### src/rtl/dot_product_engine.sv
`default_nettype none
// ============================================================================
// Module   : dot_product_engine
// Purpose  : Multi-lane dot product of two captured N-element vectors with
//            signed/unsigned operands, optional accumulation onto the previous
//            result and saturating arithmetic with a sticky overflow flag.
// Revision : 1.0 - initial release
// ============================================================================
module dot_product_engine #(
  parameter int N          = 4,
  parameter int DATA_WIDTH = 8,
  parameter int LANES      = 2,
  parameter int ACC_WIDTH  = 32
) (
  input  logic                    clk,
  input  logic                    reset,
  input  logic                    start,
  input  logic                    signed_mode,
  input  logic                    accumulate,
  input  logic [N*DATA_WIDTH-1:0] inp1,
  input  logic [N*DATA_WIDTH-1:0] inp2,
  output logic                    busy,
  output logic [ACC_WIDTH-1:0]    sum,
  output logic                    product_done,
  output logic                    overflow
);

  localparam int c_vec_w  = N * DATA_WIDTH;
  localparam int c_prod_w = 2 * DATA_WIDTH;
  // Lane partial sum has headroom for LANES full products plus a sign bit.
  localparam int c_part_w = ACC_WIDTH + $clog2(LANES) + 1;
  // One extra bit so accumulator + partial sum can never wrap before clipping.
  localparam int c_ext_w  = c_part_w + 1;
  localparam int c_idx_w  = $clog2(N + 1);
  localparam int c_shift  = LANES * DATA_WIDTH;

  localparam logic [c_idx_w-1:0] c_last_idx = c_idx_w'(N - LANES);
  localparam logic [c_idx_w-1:0] c_step     = c_idx_w'(LANES);

  localparam logic signed [c_ext_w-1:0] c_smax =
    {{(c_ext_w-ACC_WIDTH+1){1'b0}}, {(ACC_WIDTH-1){1'b1}}};
  localparam logic signed [c_ext_w-1:0] c_smin =
    {{(c_ext_w-ACC_WIDTH+1){1'b1}}, {(ACC_WIDTH-1){1'b0}}};
  localparam logic signed [c_ext_w-1:0] c_umax =
    {{(c_ext_w-ACC_WIDTH){1'b0}}, {ACC_WIDTH{1'b1}}};

  typedef enum logic [1:0] {
    S_IDLE = 2'd0,
    S_RUN  = 2'd1,
    S_DONE = 2'd2
  } state_t;

  state_t                 r_state;
  logic [c_vec_w-1:0]     r_a;
  logic [c_vec_w-1:0]     r_b;
  logic                   r_signed;
  logic [c_idx_w-1:0]     r_idx;
  logic [ACC_WIDTH-1:0]   r_sum;
  logic                   r_busy;
  logic                   r_done;
  logic                   r_ovf;

  logic [DATA_WIDTH-1:0]        w_ea;
  logic [DATA_WIDTH-1:0]        w_eb;
  logic [c_prod_w-1:0]          w_prod_s;
  logic [c_prod_w-1:0]          w_prod_u;
  logic [c_part_w-1:0]          w_lane;
  logic [c_part_w-1:0]          w_partial;
  logic signed [c_ext_w-1:0]    w_acc_ext;
  logic signed [c_ext_w-1:0]    w_total;
  logic [ACC_WIDTH-1:0]         w_next;
  logic                         w_clip;

  // Lane products and their sum; operands are shifted down each RUN cycle so
  // the current elements always sit in the lowest LANES slots.
  always_comb begin
    w_ea      = '0;
    w_eb      = '0;
    w_prod_s  = '0;
    w_prod_u  = '0;
    w_lane    = '0;
    w_partial = '0;
    for (int l = 0; l < LANES; l++) begin
      w_ea = r_a[l*DATA_WIDTH +: DATA_WIDTH];
      w_eb = r_b[l*DATA_WIDTH +: DATA_WIDTH];
      // Low 2*DW bits of a product of sign-extended operands equal the signed product.
      w_prod_s = {{DATA_WIDTH{w_ea[DATA_WIDTH-1]}}, w_ea} *
                 {{DATA_WIDTH{w_eb[DATA_WIDTH-1]}}, w_eb};
      w_prod_u = {{DATA_WIDTH{1'b0}}, w_ea} * {{DATA_WIDTH{1'b0}}, w_eb};
      w_lane   = r_signed ? {{(c_part_w-c_prod_w){w_prod_s[c_prod_w-1]}}, w_prod_s}
                          : {{(c_part_w-c_prod_w){1'b0}}, w_prod_u};
      w_partial = w_partial + w_lane;
    end
  end

  // Accumulator update with clipping to the signed or unsigned ACC_WIDTH range.
  always_comb begin
    w_acc_ext = r_signed ? {{(c_ext_w-ACC_WIDTH){r_sum[ACC_WIDTH-1]}}, r_sum}
                         : {{(c_ext_w-ACC_WIDTH){1'b0}}, r_sum};
    w_total   = w_acc_ext + {w_partial[c_part_w-1], w_partial};
    w_next    = w_total[ACC_WIDTH-1:0];
    w_clip    = 1'b0;
    if (r_signed) begin
      if (w_total > c_smax) begin
        w_next = c_smax[ACC_WIDTH-1:0];
        w_clip = 1'b1;
      end else if (w_total < c_smin) begin
        w_next = c_smin[ACC_WIDTH-1:0];
        w_clip = 1'b1;
      end
    end else begin
      if (w_total[c_ext_w-1]) begin
        w_next = '0;
        w_clip = 1'b1;
      end else if (w_total > c_umax) begin
        w_next = c_umax[ACC_WIDTH-1:0];
        w_clip = 1'b1;
      end
    end
  end

  // Control FSM with registered outputs; operands are captured only on an accepted start.
  always_ff @(posedge clk or negedge reset) begin
    if (!reset) begin
      r_state  <= S_IDLE;
      r_a      <= '0;
      r_b      <= '0;
      r_signed <= 1'b0;
      r_idx    <= '0;
      r_sum    <= '0;
      r_busy   <= 1'b0;
      r_done   <= 1'b0;
      r_ovf    <= 1'b0;
    end else begin
      case (r_state)
        S_IDLE: begin
          r_done <= 1'b0;
          if (start) begin
            r_a      <= inp1;
            r_b      <= inp2;
            r_signed <= signed_mode;
            r_sum    <= accumulate ? r_sum : '0;
            r_ovf    <= 1'b0;
            r_idx    <= '0;
            r_busy   <= 1'b1;
            r_state  <= S_RUN;
          end
        end
        S_RUN: begin
          r_sum <= w_next;
          if (w_clip) begin
            r_ovf <= 1'b1;
          end
          r_a   <= r_a >> c_shift;
          r_b   <= r_b >> c_shift;
          r_idx <= r_idx + c_step;
          if (r_idx == c_last_idx) begin
            r_busy  <= 1'b0;
            r_done  <= 1'b1;
            r_state <= S_DONE;
          end
        end
        S_DONE: begin
          r_done  <= 1'b0;
          r_state <= S_IDLE;
        end
        default: begin
          r_busy  <= 1'b0;
          r_done  <= 1'b0;
          r_state <= S_IDLE;
        end
      endcase
    end
  end

  assign busy         = r_busy;
  assign sum          = r_sum;
  assign product_done = r_done;
  assign overflow     = r_ovf;

endmodule
`default_nettype wire

### config.mk
export PLATFORM = sky130hd
export DESIGN_NAME = dot_product_engine
export DESIGN_NICKNAME = d
export VERILOG_FILES = /design/src/rtl/dot_product_engine.sv
export SDC_FILE = /design/constraint.sdc
export NUM_CORES = 1
export LEC_CHECK = 0
export BUFFER_PORTS_ARGS = -buffer_cell sky130_fd_sc_hd__buf_4
export CORE_ASPECT_RATIO = 1.2
export CORE_MARGIN = 2
export CORE_UTILIZATION = 57
export CTS_CLUSTER_DIAMETER = 40
export DETAILED_ROUTE_END_ITERATION = 7
export HOLD_SLACK_MARGIN = 0.06
export PLACE_DENSITY = 0.86
export SETUP_SLACK_MARGIN = 0.1
export SLEW_MARGIN = 30
export SYNTH_ARGS = -nofsm -noshare
export SYNTH_HDL_FRONTEND = slang
export SYNTH_SLANG_ARGS = --single-unit
### constraint.sdc
create_clock -name clk -period 14.7 [get_ports clk]
set_clock_uncertainty 0.05 [all_clocks]
set_input_delay 1.47 -clock clk [delete_from_list [all_inputs] [get_ports clk]]
set_output_delay 1.47 -clock clk [all_outputs]
set_load 0.02 [all_outputs]
Word-level counts from Yosys, hierarchy flattened
Index checks and enable logic that the tools add are counted.
{"block": "totals", "out_inout_bits": 35, "in_bits": 69, "ff_bits": 105, "wordCells": 68}
{"block": "classes", "n_reduce_logical": 8, "add_sub_neg": 3, "bitwise_logic": 1, "n_lt_le_gt_ge": 3, "mux": 33, "n_eq_ne": 7, "n_mul": 4}
{"op": "$mux 32", "n": 9}
{"op": "$pmux 32 s2", "n": 3}
{"op": "$mux 34", "n": 2}
{"op": "$mul 8x8->16", "n": 4}
{"op": "$add 35x35->35", "n": 1}
{"op": "$gt 35x32->1 const B", "n": 1}
{"op": "$gt 35x33->1 const B", "n": 1}
{"op": "$lt 35x32->1 const B", "n": 1}
{"op": "$mux 35", "n": 1}
{"op": "$add 34x34->34", "n": 1}
{"op": "$mux 1", "n": 11}
{"op": "$reduce_and 3->1", "n": 3}
{"op": "$ne 2x2->1 const B", "n": 4}
{"op": "$pmux 3 s2", "n": 1}
{"op": "$reduce_and 2->1", "n": 3}
{"op": "$mux 2", "n": 2}
{"op": "$pmux 2 s2", "n": 1}
{"op": "$add 3x2->3 const B", "n": 1}
{"op": "$eq 3x2->1 const B", "n": 1}
{"op": "$mux 3", "n": 1}
{"op": "$pmux 1 s3", "n": 1}
{"op": "$eq 2x1->1 const B", "n": 1}
{"op": "$eq 2x2->1 const B", "n": 1}
{"op": "$logic_not 2->1", "n": 1}
{"op": "3 further kinds", "n": 3}

Longest topological paths before layout
{"block": "logic_depth", "ltp_word": 10, "depth_mapped": 38}

Worst setup path after synthesis
Ideal clock, no wire load.
{"block": "synth_path", "path_kind": "flip-flop to flip-flop", "start": "reg r_a[11]", "end": "reg r_sum[20] (netlist: sum[20])", "synth_period_minus_slack_ns": 8.539, "path_stages_with_launch": 38, "slack_ns": 6.161, "arrival_time_ns": 8.358, "setup_ns": 0.131, "cell_sequence": "dfrtp_1 clkbuf_1 and2_1 fa_1 inv_1 fa_1 inv_1 fa_1 inv_1 fa_1 inv_1 ha_1 a21oi_1 o21bai_1 a21oi_1 xnor2_1 nor2_1 a21oi_1 [... 2 more ...] a21oi_1 a31oi_1 a31oi_1 nor2b_1 o21ai_1 nand2b_1 fa_1 ha_1 and4_1 nand3_1 a21o_1 o21a_1 o31a_1 o21ai_1 a21oi_1 o32ai_4 buf_6 a31oi_1"}
{"block": "synth_between", "elab_chain_cells": 9, "elab_cells_between_ends": 14}
{"element": "start, declared", "line_no": "54", "source": "logic [c_vec_w-1:0] r_a;"}
{"element": "start signal, assigned", "line_no": "139", "source": "r_a <= inp1;"}
{"element": "start signal, assigned", "line_no": "154", "source": "r_a <= r_a >> c_shift;"}
{"element": "$mul 8x8->16 (on tied branches)", "line_no": "89, 87"}
{"element": "$mux 34 (*)", "line_no": "90", "source": "w_lane = r_signed ? {{(c_part_w-c_prod_w){w_prod_s[c_prod_w-1]}}, w_prod_s}"}
{"element": "$add 34x34->34 (*)", "line_no": "92", "source": "w_partial = w_partial + w_lane;"}
{"element": "$add 35x35->35 (*)", "line_no": "100", "source": "w_total = w_acc_ext + {w_partial[c_part_w-1], w_partial};"}
{"element": "$gt 35x33->1 / $lt 35x32->1 (equally long branches)", "line_no": "115, 107"}
{"element": "$mux 32 (on tied branches)", "line_no": "115, 107"}
{"element": "$mux 32 (on tied branches)", "line_no": "112, 104"}
{"element": "$mux 32 (*)", "line_no": "103", "source": "if (r_signed) begin"}
{"element": "$pmux 32 s2 (*)", "line_no": "135", "source": "case (r_state)"}
{"element": "end signal, assigned", "line_no": "142", "source": "r_sum <= accumulate ? r_sum : '0;"}
{"element": "end signal, assigned", "line_no": "150", "source": "r_sum <= w_next;"}
{"element": "end, declared", "line_no": "58", "source": "logic [ACC_WIDTH-1:0] r_sum;"}
Mark *: on every way between the ends. The rest lies on a longest branch, timed or not.
A chain may end at the register's enable or synchronous reset.

Worst setup path after layout
{"block": "layout_path", "start": "reg r_b[7]", "end": "reg r_sum[24] (netlist: sum[24])"}
{"block": "layout_between", "elab_chain_cells": 9, "elab_cells_between_ends": 14}
{"element": "start, declared", "line_no": "55", "source": "logic [c_vec_w-1:0] r_b;"}
{"element": "start signal, assigned", "line_no": "140", "source": "r_b <= inp2;"}
{"element": "start signal, assigned", "line_no": "155", "source": "r_b <= r_b >> c_shift;"}
{"element": "$mul 8x8->16 (on tied branches)", "line_no": "89, 87"}
{"element": "$mux 34 (*)", "line_no": "90"}
{"element": "$add 34x34->34 (*)", "line_no": "92"}
{"element": "$add 35x35->35 (*)", "line_no": "100"}
{"element": "$gt 35x33->1 / $lt 35x32->1 (equally long branches)", "line_no": "115, 107"}
{"element": "$mux 32 (on tied branches)", "line_no": "115, 107"}
{"element": "$mux 32 (on tied branches)", "line_no": "112, 104"}
{"element": "$mux 32 (*)", "line_no": "103"}
{"element": "$pmux 32 s2 (*)", "line_no": "135"}
Marks and branches as above.

==> flow_summary.toml <==
[clocking]
clk_pin_slew_ns = 0.08
postCtsHoldBufs = 0
cts_root_buf = "clkbuf_16"
cts_tree = "yes"
clk_latency_ns = 0.37
cts_resized = 0
clk_path_buf_depth = 2
cts_setup_buffers = 0
clkSinkCount = 104
cts_made_buffers = 9
cts-htree-levels = 3

[critical_path]
slowest_delay_ns = 0.59
r2r-start = "r_b[7]$_DFFE_PN0P_"
cpMaxStageDelayCell = "dfrtp_1"
crit_buf_inv = 5
required_ns = 14.86
cpLargestDelayFamily = "adder cells"
arrival_ns = 10.12
r2r-end = "sum[24]$_DFFE_PN0P_"
rrSetupSlack_ns = 4.74
worstSetupStartpointType = "flop"
crit_fanout = 31
crit_type = "flop to flop"
cp-end-kind = "flop"
rr_worst_depth = 36

[yosys]
synth.avg_cell_area_um2 = 8.84
yosys-top-cells-count = "inv_1, fa_1, ha_1"
yosysUniqueCellTypes = 64
synth-seq-area-share_pct = 16.6
synth_ff_type = "dfrtp_1"
synth.most_common_cell = "inv_1"
muxShareOfSynthArea_pct = 2.75
synth_area_um2 = 15600
synthTopCellsByArea = "fa_1, dfrtp_1, ha_1"
synth_top_area_share_pct = 22.1
synthSimpleGateAreaFrac_pct = 12.7
synthCells = 1769
synth-xor-area-share_pct = 5.26
ys_async_sr_fraction_pct = 100
ys_warn_count = 0
synth-seq-cells = 104
synth_top_family_by_area = "adder cells"
synth-edff-count = 0
synthesis.nets = 2182
synth_compound_area_share_pct = 16.8
synth_adder_area_share_pct = 35.8
synth_top_cell_by_area = "fa_1"

[hold_path]
hold_path_end = "r_idx[2]$_DFFE_PN0P_"
min_from = "r_idx[2]$_DFFE_PN0P_"
hold_class = "flop to flop"
holdPathStages = 2

[floorplanning]
start_util_pct = 57.7
rows = 66
core_um2 = 27100
die_x_um = 155
die_h_um = 185
floorplan.die_area_um2 = 28800
ios = 104

[place]
dp_cells = 2159
dpl.hpwl_um = 31800
place_congestion = 0.938
portBuffers = 103
placed_cell_area_um2 = 16700

[global_route]
grt_usage_pct = 27.7
grt-ovfl-total = 0
antenna_found_initial = 0
grt_pass1_wl_um = 63100
grt_start_max_net_pins = 99
grt_pass1_vias = 13195

[timing]
hold_viol_final = 0
rsz0062_at_grt = "no"
fin_crit_sh_pct = 67.7
fmax_ghz = 0.100
worst_slew_pin_slew_ns = 0.948
max-slew-margin-rel_pct = 36.4
period_minus_slack_ns = 9.96
tns_ns = 0
hold_ws_ns = 0.448
setup_violations = 0
slew_violations = 0

[drt]
wire_per_inst_um = 17.9
viasPerCell = 5.78
vias = 12574
finalWirelength_um = 38900
dr.first_iter.drc_count = 715
firstDrtPassIters = 5
post-route-drc-count = 0
postRouteAntennaNets = 0

[cells_and_area]
area_delta_synth_final_pct = 8.86
fillers = 2141
final_cells = 2176
antenna_cells = 0
drive_gt1_share_pct = 9.64
fin_nets = 2244
fin_area_um2 = 17000

[status]
status = "finished, final reports clean"

[job]
cap_violations = 0
## sequential cells by signal, indices dropped and copies added (netlist names)
| signal | count |
|---|---|
| r_b | 32 |
| r_idx | 2 |
| overflow | 1 |
| r_state | 2 |
| busy | 1 |
| product_done | 1 |
| r_a | 32 |
| sum | 32 |
| r_signed | 1 |
## metal layers
metal / wire length, um / GRT usage [%] / vias to the layer above
met3: 1730 / 3.61 / 122
met5: 0 / 0 / -
met1: 14800 / 32.0 / 6212
li1: - / - / 5881
met4: 1880 / 13.4 / 0
met2: 20500 / 50.9 / 359
## stage by stage
step                utilization (%)  worst slack (ns)
floorplan                         -              6.16
global placement               61.5              4.96
global route                   62.9              4.16
detailed placement             61.5              4.68
CTS                            62.7              4.65
finish                         62.9              4.74
## layout by cell type (no fill, tap or decap), types with 5 or more instances in the layout
| cell type | instances |
|---|---|
| inv_1 | 346 |
| fa_1 | 173 |
| ha_1 | 171 |
| nand2_1 | 144 |
| a21oi_1 | 109 |
| buf_4 | 109 |
| dfrtp_1 | 104 |
| and2_1 | 97 |
| o21ai_0 | 78 |
| xnor2_1 | 65 |
| nor2_1 | 56 |
| a21o_1 | 37 |
| mux2i_1 | 34 |
| a22o_1 | 33 |
| xor2_1 | 29 |
| a22oi_2 | 20 |
| o21bai_1 | 19 |
| nand2b_1 | 18 |
| nor3_1 | 16 |
| nand3_1 | 15 |
| and3_1 | 14 |
| o21a_1 | 12 |
| nor2b_1 | 10 |
| a22oi_1 | 10 |
| clkbuf_16 | 10 |
| mux2_2 | 8 |
| a211oi_1 | 8 |
| a31oi_1 | 7 |
| o41ai_1 | 5 |
| o211ai_1 | 5 |
## worst register-to-register path, delay by kind of cell (launching register included)
family,cells,cell delay (ns)
simple gates,7,1.16
compound gates,15,3.45
xor+xnor,1,0.15
flops,1,0.59
fa+ha+maj,8,3.67
buf+inv,5,0.72
## kinds of logic (layout without fill, tap and decap cells)
group,count (synthesis),count (layout)
AO/OA/AOI/OAI,385,385
XOR/XNOR,94,94
adder cells (fa/ha/maj),344,344
buffers and inverters,406,473
flip-flops,104,104
multiplexers,42,42
AND/OR/NAND/NOR,394,394
## area by class of cell
class                      count  area [um^2]  share of cell area, %
sequential                   104         2600                   15.3
tap                          340          425                   2.50
multi-input combinational   1259        11500                   67.6
timing repair buffer         110          843                   4.95
clock inverter                 7          113                  0.661
inverter                     347         1300                   7.65
clock buffer                   9          225                   1.32
## worst max path at each step
stage	startpoint	endpoint	cells after the start
floorplan	r_a[11]$_DFFE_PN0P_	sum[20]$_DFFE_PN0P_	37
global placement	r_b[7]$_DFFE_PN0P_	sum[2]$_DFFE_PN0P_	35
detailed placement	r_b[7]$_DFFE_PN0P_	sum[4]$_DFFE_PN0P_	35
CTS	r_b[7]$_DFFE_PN0P_	sum[4]$_DFFE_PN0P_	35
global route	r_b[7]$_DFFE_PN0P_	sum[24]$_DFFE_PN0P_	36
finish	r_b[7]$_DFFE_PN0P_	sum[24]$_DFFE_PN0P_	36
Power is left out: the tool's default activity adds up to more than one toggle a clock period on the data nets, which glitch-free logic cannot reach.
